[config.mk]
export PLATFORM = sky130hd
export DESIGN_NAME = forth_datapath
export DESIGN_NICKNAME = d
export VERILOG_FILES = /design/src/rtl/forth_pkg.sv /design/src/rtl/forth_alu.sv /design/src/rtl/forth_datapath.sv
export SDC_FILE = /design/constraint.sdc
export NUM_CORES = 1
export LEC_CHECK = 0
export CAP_MARGIN = 5
export CORE_UTILIZATION = 37
export DETAILED_ROUTE_END_ITERATION = 16
export DONT_BUFFER_PORTS = 1
export PLACE_DENSITY = 0.53
export SLEW_MARGIN = 20
export SYNTH_ARGS = -nofsm -noshare
export SYNTH_HDL_FRONTEND = slang
export SYNTH_HIERARCHICAL = 1
export SYNTH_SLANG_ARGS = --single-unit
[constraint.sdc]
create_clock -name clk -period 2.96 [get_ports clk]
set_clock_uncertainty 0.2 [all_clocks]
set_input_delay 0.296 -clock clk [delete_from_list [all_inputs] [get_ports clk]]
set_output_delay 0.296 -clock clk [all_outputs]
set_load 0.01 [all_outputs]
[src/rtl/forth_pkg.sv]
// Shared encodings for the Forth execute stage: mux selects, ALU ops and
// register function codes decoded from the control word.
package forth_pkg;
  localparam int DATA_W_DEF = 3;
  localparam int ADDR_W_DEF = 12;

  localparam logic [1:0] ASEL_I = 2'b00;
  localparam logic [1:0] ASEL_J = 2'b01;
  localparam logic [1:0] ASEL_S = 2'b10;
  localparam logic [1:0] ASEL_H = 2'b11;

  localparam logic [1:0] ALU_SHL  = 2'b00;
  localparam logic [1:0] ALU_SHL1 = 2'b01;
  localparam logic [1:0] ALU_PASS = 2'b10;
  localparam logic [1:0] ALU_SUB  = 2'b11;

  localparam logic [1:0] I_HOLD = 2'b00;
  localparam logic [1:0] I_INC  = 2'b01;
  localparam logic [1:0] I_LDJ  = 2'b10;

  localparam logic [2:0] J_HOLD = 3'b000;
  localparam logic [2:0] J_INC  = 3'b001;
  localparam logic [2:0] J_LDA  = 3'b010;

  localparam logic [1:0] S_HOLD = 2'b00;
  localparam logic [1:0] S_INC  = 2'b01;
  localparam logic [1:0] S_DEC  = 2'b10;
  localparam logic [1:0] S_LDJ  = 2'b11;

  localparam logic [1:0] F_HOLD = 2'b00;
  localparam logic [1:0] F_ALU  = 2'b01;
  localparam logic [1:0] F_SET  = 2'b10;
  localparam logic [1:0] F_CLR  = 2'b11;
endpackage

[src/rtl/forth_alu.sv]
// Combinational ALU: shift-in of a bit into T, RAM pass-through, or RAM minus T
// with borrow as the flag; otherwise the flag is a zero test.
module forth_alu
  import forth_pkg::*;
#(
  parameter int DATA_W = DATA_W_DEF
) (
  input  logic [1:0]        alu_f,
  input  logic [DATA_W-1:0] t,
  input  logic [DATA_W-1:0] mem_rdata,
  output logic [DATA_W-1:0] alu_out,
  output logic              f_in
);
  always_comb begin
    alu_out = '0;
    case (alu_f)
      ALU_SHL:  alu_out = {t[DATA_W-2:0], 1'b0};
      ALU_SHL1: alu_out = {t[DATA_W-2:0], 1'b1};
      ALU_PASS: alu_out = mem_rdata;
      default:  alu_out = mem_rdata - t;
    endcase
    f_in = (alu_f == ALU_SUB) ? (mem_rdata < t) : (alu_out == '0);
  end
endmodule

[src/rtl/forth_datapath.sv]
// Execute stage of the 3-bit Forth core: architectural registers, RAM port and
// decoder feedback. Define STACK_GUARD_EN to trap S over/underflow in stk_err.
module forth_datapath
  import forth_pkg::*;
#(
  parameter int                DATA_W     = DATA_W_DEF,
  parameter int                ADDR_W     = ADDR_W_DEF,
  parameter logic [ADDR_W-1:0] RESET_VEC  = '0,
  parameter logic [ADDR_W-1:0] STACK_BASE = 12'hFFF
) (
  input  logic              clk,
  input  logic              rst,
  input  logic              stall,
  input  logic [1:0]        a_sel,
  input  logic              b_sel,
  input  logic              c_sel,
  input  logic              d_sel,
  input  logic [1:0]        alu_f,
  input  logic [1:0]        i_f,
  input  logic [2:0]        j_f,
  input  logic [1:0]        s_f,
  input  logic [1:0]        f_f,
  input  logic              t_f,
  input  logic              h_f,
  input  logic              r_f,
  output logic [ADDR_W-1:0] mem_addr,
  input  logic [DATA_W-1:0] mem_rdata,
  output logic [DATA_W-1:0] mem_wdata,
  output logic              mem_we,
  output logic [DATA_W-1:0] reg_t,
  output logic              reg_p,
  output logic              reg_f,
  output logic              stk_err
);
  localparam int NCHUNK = ADDR_W / DATA_W;

  logic [ADDR_W-1:0] i_q, j_q, s_q, h_q;
  logic [DATA_W-1:0] t_q;
  logic              f_q, p_q;

  logic [ADDR_W-1:0] mux_a, i_d, j_d, s_d;
  logic [DATA_W-1:0] mux_b, mux_c, mux_d, alu_out, j_chunk, t_d;
  logic              f_in, f_d, s_ovf;
  logic [NCHUNK-1:0][DATA_W-1:0] j_parts, j_load;

  forth_alu #(.DATA_W(DATA_W)) u_alu (
    .alu_f     (alu_f),
    .t         (t_q),
    .mem_rdata (mem_rdata),
    .alu_out   (alu_out),
    .f_in      (f_in)
  );

  always_comb begin
    mux_a = i_q;
    case (a_sel)
      ASEL_I:  mux_a = i_q;
      ASEL_J:  mux_a = j_q;
      ASEL_S:  mux_a = s_q;
      default: mux_a = h_q;
    endcase
  end

  // J viewed as NCHUNK words of DATA_W; chunk kk comes from j_f[1:0].
  assign j_parts = j_q;
  assign j_chunk = j_parts[j_f[1:0]];
  assign mux_b   = b_sel ? mem_rdata : mux_a[DATA_W-1:0];
  assign mux_d   = d_sel ? mem_rdata : alu_out;
  assign mux_c   = c_sel ? j_chunk : mux_d;

  always_comb begin
    j_load            = j_parts;
    j_load[j_f[1:0]]  = mux_b;
  end

  always_comb begin
    i_d = i_q;
    case (i_f)
      I_INC:   i_d = i_q + ADDR_W'(1);
      I_LDJ:   i_d = j_q;
      default: i_d = i_q;
    endcase

    j_d = j_q;
    if (j_f[2])             j_d = j_load;
    else if (j_f == J_INC)  j_d = j_q + ADDR_W'(1);
    else if (j_f == J_LDA)  j_d = mux_a;

`ifdef STACK_GUARD_EN
    s_ovf = ((s_f == S_INC) && (s_q == '1)) || ((s_f == S_DEC) && (s_q == '0));
`else
    s_ovf = 1'b0;
`endif
    s_d = s_q;
    if (!s_ovf) begin
      case (s_f)
        S_INC:   s_d = s_q + ADDR_W'(1);
        S_DEC:   s_d = s_q - ADDR_W'(1);
        S_LDJ:   s_d = j_q;
        default: s_d = s_q;
      endcase
    end

    f_d = f_q;
    case (f_f)
      F_ALU:   f_d = f_in;
      F_SET:   f_d = 1'b1;
      F_CLR:   f_d = 1'b0;
      default: f_d = f_q;
    endcase

    t_d = t_f ? mux_c : t_q;
  end

  always_ff @(posedge clk) begin
    if (rst) begin
      i_q <= RESET_VEC;
      j_q <= '0;
      s_q <= STACK_BASE;
      h_q <= '0;
      t_q <= '0;
      f_q <= 1'b0;
      p_q <= 1'b0;
    end else if (!stall) begin
      i_q <= i_d;
      j_q <= j_d;
      s_q <= s_d;
      if (h_f) h_q <= i_q;
      t_q <= t_d;
      f_q <= f_d;
      p_q <= ~p_q;
    end
  end

`ifdef STACK_GUARD_EN
  logic err_q;
  always_ff @(posedge clk) begin
    if (rst)                 err_q <= 1'b0;
    else if (!stall && s_ovf) err_q <= 1'b1;
  end
  assign stk_err = err_q;
`else
  assign stk_err = 1'b0;
`endif

  assign mem_addr  = mux_a;
  assign mem_wdata = t_q;
  assign mem_we    = r_f & ~stall;
  assign reg_t     = t_q;
  assign reg_p     = p_q;
  assign reg_f     = f_q;
endmodule

* Word level (Yosys, flattened, before mapping)
Cells that the tools add are included.
** Storage, ports and cells
- Register bits :: 53
- Bits of input ports :: 25
- Logic and storage cells :: 64
** Operators by class
- Muxes and demuxes :: 17
- Bitwise operators :: 3
- Add/sub/neg operators :: 5
- $lt $le $gt $ge :: 3
- Eq/ne operators :: 15
- Reduce and logical (&&, ||, !) cells :: 14
** Operator list (count)
- case mux 12 bit (3 select lines) :: 2
- adder 12 x 1 -> 12 bit, second input constant :: 3
- 2-to-1 mux 12 bit :: 3
- case mux 12 bit (2 select lines) :: 1
- == test 2 bit, second input constant :: 8
- 2-to-1 mux 3 bit :: 5
- bitwise mux 12 bit :: 1
- AND reduction 2 bit :: 6
- subtractor 12 x 1 -> 12 bit, second input constant :: 1
- == test 2 x 1 -> 1 bit, second input constant :: 5
- case mux 3 bit (3 select lines) :: 1
- nonzero test 3 bit :: 3
- binary-select mux 3 bit (select 2 bit) :: 1
- demux 3 bit (select 2 bit) :: 1
- zero test 2 bit :: 2
- == test 3 x 1 -> 1 bit, second input constant :: 1
- == test 3 x 2 -> 1 bit, second input constant :: 1
- zero test 3 bit :: 1
- less-than comparator 2 x 3 -> 1 bit, second input constant :: 1
- less-than comparator 3 bit :: 1
- case mux 1 bit (3 select lines) :: 1
- subtractor 3 bit :: 1
- greater-or-equal comparator 2 x 1 -> 1 bit, second input constant :: 1
- NOT 1 bit :: 2
- 4 further kinds :: 4

* Depth between registers and ports, before layout
Gate-level depths: netlist of run 1.
- Depth after elaboration :: 6
- Gate-level depth with buffers :: 12
- Gate-level depth less buffers :: 12

* Cells and area by module
Netlist of run 1, hierarchy kept.
** Modules (own cells, without submodules)
- forth_datapath :: cells each 518, area an instance 4067.7 µm², times used 1, seq. area each 1061.0 µm²
- forth_alu :: cells each 27, area an instance 197.7 µm², times used 1, seq. area each 0.0 µm²

* Least setup slack after synthesis of run 1
No wires, ideal clock.
- Kind :: input to register
- From :: input port s_f[0]
- To :: register s_q[6]
- Path slack :: 0.677 ns
- Setup time :: 0.083 ns
- Cell stages on the path :: 10
- Arrival :: 2.001 ns
- Path buffers :: 2
- Cell sequence :: buf_6 > nand2b_1 > buf_2 > xnor2_1 > ha_1 > and2b_1 > nand2_1 > a2111oi_0 > o32ai_1 > o221ai_1
** On the way
- Longest elaborated chain between the ends :: 3
** RTL lines
- start: declaration :: line forth_datapath.sv:21 : input logic [1:0] s_f,
- == test 2 bit / == test 2 x 1 -> 1 bit (equally long branches) :: line forth_datapath.sv:96 : case (s_f)
- nonzero test 3 bit (no line)
- AND reduction 2 bit (no line)
- end signal: assignment :: line forth_datapath.sv:119 : s_q <= STACK_BASE;
- end signal: assignment :: line forth_datapath.sv:127 : s_q <= s_d;
- end: declaration :: line forth_datapath.sv:37 : logic [ADDR_W-1:0] i_q, j_q, s_q, h_q;
Parallel ways exist; a longest one is shown, timed or not.
A chain may end at the register's enable or synchronous reset.

* Final worst setup path of run 1
- From :: register t_q[0], in the netlist mem_wdata[0]
- To :: register t_q[2], in the netlist mem_wdata[2]
** On the way
- Longest elaborated chain between the ends :: 4
** RTL lines
- start: declaration :: line forth_datapath.sv:38 : logic [DATA_W-1:0] t_q;
- start signal: assignment :: line forth_datapath.sv:129 : t_q <= t_d;
- subtractor 3 bit :: line forth_alu.sv:20 : default: alu_out = mem_rdata - t;
- case mux 3 bit (3 select lines) :: line forth_alu.sv:16 : case (alu_f)
- named net alu_out[2] :: line forth_datapath.sv:42 : logic [DATA_W-1:0] mux_b, mux_c, mux_d, alu_out, j_chunk, t_d;
- 2-to-1 mux 3 bit :: line forth_datapath.sv:68 : assign mux_d = d_sel ? mem_rdata : alu_out;
- 2-to-1 mux 3 bit :: line forth_datapath.sv:69 : assign mux_c = c_sel ? j_chunk : mux_d;
The timed path passes the listed nets, and every way through them passes these cells.

==> results.cfg, run 1 <==
[routing]
avgRoutedWirePerCell_um = 20.7
via_per_inst = 6.43
drt_wl_total_um = 13400
drcViolationCount = 0
drt_iter0_drc = 393
ant_nets = 0
drtPass1Iterations = 5
route.vias.total = 4152

[worst_setup_path]
worst-path-buf-inv = 1
cp-start-kind = register
crit_chain = ha_1, inv_1, fa_1, xor2_1, nor2_1, o22ai_1, mux2_2, mux2i_1, nor2_1, a21oi_1, nor2_1
path_common_cell = nor2_1
slowest_delay_ps = 530
worstSetupPathType = register to register
rr_worst_depth = 11
cp_num_cells = 11
cp.arrival_ps = 2450
critPathTopFamily = adder cells
end_kind = register
crit_required_ps = 2950
crit_fanout = 6
crit_slowest_cell = dfxtp_1

[sta]
setup_tns_ps = 0
final-hold-violation-count = 0
drv_slew = 0
fmax_mhz = 407
setup_ws_ps = 500
period_needed_ps = 2460
post-route-period-util = 0.831
rsz0062_at_grt = false
tightest_slew_ps = 903
final-setup-viol-count = 0
slew_headroom = 0.397

[global_routing]
grt_max_degree = 41
antenna_found_initial = 0
gr-total-overflow = 0
track_usage = 0.232
grt_pass1_vias = 3762
grt_pass1_wl_um = 20900

[floorplan]
die_x_um = 109
design.core.area_um2 = 11000
dieArea_um2 = 12000
fp.dieH_um = 109
start_util = 0.387
num_rows = 38
num_io_pins = 47

[clock_network]
worstSkewPairLatency_ps = 310
cts_tree = done
htree_num_levels = 2
cts-root-buf = clkbuf_16
cts_buffer_depth = 2
numClockSinks = 53
path_clk_slew_ps = 70
cts_buffers = 5

[synthesis]
syn-num-nets = 578
synth.cell_area_um2 = 4270
yosys_warnings = 6
async_flop_share = 0
synth-seq-area-share = 0.249
postSynthCellCount = 545
synth_edf_count = 0
ys_ff_latch = 53
avgSynthCellArea_um2 = 7.83
synth_cell_types = 76
synthFlopType = dfxtp_1

[pwr]
ir_worst_vdd_uv = 222
p_per_area_nw_per_um2 = 427
leakage_nw = 1.57

[placement]
gp_congestion = 0.876
dp_hpwl_um = 9150
post-place-cells = 634
post-place-ws_ps = 522
port_buffers = 0

[cells_and_area]
layout.nets = 538
drive_above_1_share = 0.0850
synthToLayoutAreaGrowth_pct = 3.14
post-route-util = 0.399
stdcell_count = 646
antennaDiodeCount = 0

[worst_hold_path]
holdPathStages = 2
hp-class = input port to register

[run_status]
outcome = finished, final reports clean

[job]
max_cap_viol_count = 0
-- area by class of cell --
type                    instances  area [µm²]
repair buffers                  9        87.6
clock buffers                   6         139
multi-input cells             423        2870
clock inverters                 2        17.5
fillers                      1143        6630
flip-flops and latches         53        1060
well taps                     140         175
inverters                      13        48.8
-- cells in the mapped netlist (all sizes together) (3+ instances only) --
cell type / number / area share
nor2: 71 / 0.063
dfxtp: 53 / 0.25
nand2: 52 / 0.046
a21oi: 47 / 0.056
buf: 29 / 0.043
clkbuf: 27 / 0.024
o21ai: 27 / 0.032
mux2i: 15 / 0.038
mux4: 15 / 0.084
inv: 13 / 0.011
a31oi: 12 / 0.018
and3: 12 / 0.018
nor3: 12 / 0.014
nand3: 10 / 0.012
nand4: 10 / 0.015
o22ai: 10 / 0.015
nor2b: 8 / 0.012
nor3b: 8 / 0.014
a211oi: 7 / 0.013
ha: 7 / 0.021
nand2b: 7 / 0.010
xnor2: 7 / 0.014
a22oi: 6 / 0.011
mux2: 5 / 0.013
nor4: 5 / 0.0088
a32oi: 4 / 0.0082
xor2: 4 / 0.0082
a21o: 3 / 0.0053
a221oi: 3 / 0.0062
a22o: 3 / 0.0062
a311oi: 3 / 0.0062
a31o: 3 / 0.0062
and4: 3 / 0.0062
nor4b: 3 / 0.0076
o21bai: 3 / 0.0062
o311ai: 3 / 0.0062
o32ai: 3 / 0.0062
-- worst paths after layout --
| path | start | to | slack, ps |
|---|---|---|---|
| max | mem_wdata[0] | mem_wdata[2] | 500 |
| min | stall | s_q[4] | 8 |
| max reg2reg | mem_wdata[0] | mem_wdata[2] | 500 |
| min reg2reg | h_q[3] | h_q[3] | 260 |
-- stage by stage --
| step | hold slack [ps] | area [µm²] | power, mW |
|---|---|---|---|
| after global placement | 172 | 4190 | 1.23 |
| after floorplan | 232 | 4270 | 1.18 |
| after CTS | 1.07 | 4400 | 1.89 |
| after detailed placement | 174 | 4190 | 1.23 |
| final | 8.49 | 4400 | 1.88 |
| after global routing | 16.4 | 4400 | 1.97 |
-- sequential cells by signal, summed over array words and instances (netlist names) --
register / flops
h_q: 12
i_q: 12
j_parts: 12
mem_wdata: 3
reg_f: 1
reg_p: 1
s_q: 12
-- report_power, final --
group / total [mW] / internal [mW] / switching (mW)
Clock: 0.641 / 0.343 / 0.298
Sequential: 0.835 / 0.746 / 0.0892
Combinational: 0.403 / 0.185 / 0.218
Total: 1.88 / 1.27 / 0.606
-- layer usage --
| metal | wire length [µm] | track usage |
|---|---|---|
| met4 | 331 | 0.0695 |
| met5 | 0 | 0 |
| met2 | 6110 | 0.379 |
| met1 | 5880 | 0.309 |
| met3 | 1050 | 0.0439 |
-- layout by cell type (no fill, tap or decap), types with 7 or more instances in the layout --
master,count
nor2_1,70
dfxtp_1,53
nand2_1,52
a21oi_1,46
o21ai_0,27
mux2i_1,14
inv_1,12
and3_1,12
a31oi_1,12
nor3_1,12
nand4_1,10
nand3_1,10
o22ai_1,10
mux4_2,9
nor2b_1,8
nor3b_1,8
nand2b_1,7
xnor2_1,7
ha_1,7
-- kinds of logic after synthesis --
| family | count (synthesis) | synth area share |
|---|---|---|
| simple gates | 211 | 0.245 |
| compound gates | 157 | 0.243 |
| buf+inv | 69 | 0.0783 |
| flops | 53 | 0.249 |
| mux | 35 | 0.136 |
| xor+xnor | 11 | 0.0226 |
| fa+ha+maj | 8 | 0.0252 |
| other cells | 1 | 0.000879 |
-- repair_timing --
| item | CTS | global route |
|---|---|---|
| gates resized for setup | 0 | 0 |
| hold buffers | 4 | 0 |
| buffers inserted | 0 | 0 |
| hold endpoints to repair | 41 | 0 |
Power figures use the tool's default switching activity.
==> run 2, diff against run 1 <==
- clock period: 2.96 -> 2.3 ns (I/O delays scaled with it)
==> run 2 against run 1 <==
Compared with the run above: largest power group unchanged; clock power rose by 28%; register-to-register slack lost 340 ps; largest cell class unchanged; first-iteration DRC count down 21%; critical path type unchanged; non-clock buffer count up 23.
==> results.cfg, run 2 (synthesis results as in run 1) <==
[global_routing]
grt_max_degree = 43
antenna_found_initial = 1
gr-total-overflow = 0
grt_pass1_vias = 3998
grt_pass1_wl_um = 22000
track_usage = 0.246

[clock_network]
path_clk_slew_ps = 70
cts_buffers = 5
worstSkewPairLatency_ps = 300
cts_tree = done
htree_num_levels = 2
cts-root-buf = clkbuf_16
cts_buffer_depth = 2
cts_setup_buffers = 0
numClockSinks = 53

[worst_setup_path]
critPathTopFamily = adder cells
rr_worst_depth = 10
r2r_start = mem_wdata[0]
crit_fanout = 2
cp-start-kind = register
r2r_end = mem_wdata[1]
slowest_delay_ps = 430
crit_slowest_cell = fa_2
end_kind = register
r2r_setup_slack_ps = 160
cp.arrival_ps = 2130
worstSetupPathType = register to register
crit_chain = ha_1, inv_1, fa_2, mux2i_1, a21oi_1, mux2_2, mux2i_1, nor2_1, a21oi_1, nor2_1
crit_required_ps = 2290
worst-path-buf-inv = 1

[pwr]
ir_worst_vdd_uv = 427
p_per_area_nw_per_um2 = 538
leakage_nw = 1.68

[sta]
fmax_mhz = 467
period_needed_ps = 2140
hold-worst-slack_ps = 1.14
post-route-period-util = 0.932
slew_headroom = 0.607
final-hold-violation-count = 0
final-setup-viol-count = 0
rsz0062_at_grt = false
setup_tns_ps = 0
tightest_slew_ps = 589
drv_slew = 0

[cells_and_area]
synthToLayoutAreaGrowth_pct = 7.22
final_common_cell = nor2_1
layout.nets = 561
final_area_um2 = 4570
stdcell_count = 669
num-fill-cells = 1136
final_cell_mix = nor2_1 (70), dfxtp_1 (53), nand2_1 (52)
drive_above_1_share = 0.127
post-route-util = 0.415
antennaDiodeCount = 0

[routing]
route.vias.total = 4211
ant_nets = 0
drt_wl_total_um = 13800
via_per_inst = 6.29
drcViolationCount = 0
avgRoutedWirePerCell_um = 20.7
drt_iter0_drc = 309
drtPass1Iterations = 5

[floorplan]
start_util = 0.387
die_x_um = 109
design.core.area_um2 = 11000
num_rows = 38
num_io_pins = 47
dieArea_um2 = 12000
fp.dieH_um = 109

[worst_hold_path]
holdCritStartpoint = j_f[2]
hp-class = input port to register
holdPathStages = 3
min_to = j_parts[0]

[placement]
gp_congestion = 0.839
dpl_cell_area_um2 = 4370
dp_hpwl_um = 9890
port_buffers = 0
post-place-cells = 657

[run_status]
outcome = finished, final reports clean

[job]
max_cap_viol_count = 0
-- run 2: changes by cell type in the layout (fill, tap and decap cells not counted) --
cell / delta
fa_1: -1
buf_4: +23
clkinv_4: -1
clkinvlp_4: +1
fa_2: +1
-- run 2: what timing repair did --
action                     4_1_cts  5_1_grt
setup endpoints to repair        0        1
resized for setup                0        1
hold endpoints to repair        46        0
hold buffers                     4        0
-- run 2: final cells by class --
type	count	area, µm²	share of cell area
timing repair buffer	32	260	0.0569
sequential	53	1060	0.232
clock inverter	2	16.3	0.00356
clock buffer	6	139	0.0304
inverter	13	48.8	0.0107
multi-input combinational	423	2870	0.628
tap	140	175	0.0383
-- run 2: how the worst max path moves through the flow --
stage / from / endpoint / slack, ps / cells past startpoint
after CTS: mem_wdata[0] / mem_wdata[2] / 110 / 11
after global placement: mem_wdata[0] / mem_wdata[2] / 170 / 11
after detailed placement: mem_wdata[0] / mem_wdata[2] / 130 / 11
after global routing: mem_wdata[0] / mem_wdata[2] / 5 / 11
after floorplan: mem_wdata[0] / mem_wdata[2] / 50 / 11
final: mem_wdata[0] / mem_wdata[1] / 160 / 10
-- run 2: power breakdown --
group / internal, mW / switching, mW
combinational: 0.264 / 0.318
sequential: 0.960 / 0.0938
clock: 0.439 / 0.383
-- run 2: per-stage QoR --
step | worst slack, ps | total power, mW
after floorplan | 54.8 | 1.52
after global placement | 166 | 1.62
after detailed placement | 129 | 1.62
after CTS | 114 | 2.47
after global routing | 5.31 | 2.57
final | 157 | 2.46
-- run 2: tightest hold or removal path: stages --
cell and delay [ps]:
o22ai_1 50, mux2i_1 120, nor2_1 50
-- run 2: per-layer routing --
metal,vias to the layer above,GRT usage,part of all wire
li1,1986,-,-
met1,1990,0.306,0.41
met2,205,0.410,0.47
met3,28,0.0723,0.11
met4,2,0.0752,0.018
met5,-,0,0.00094
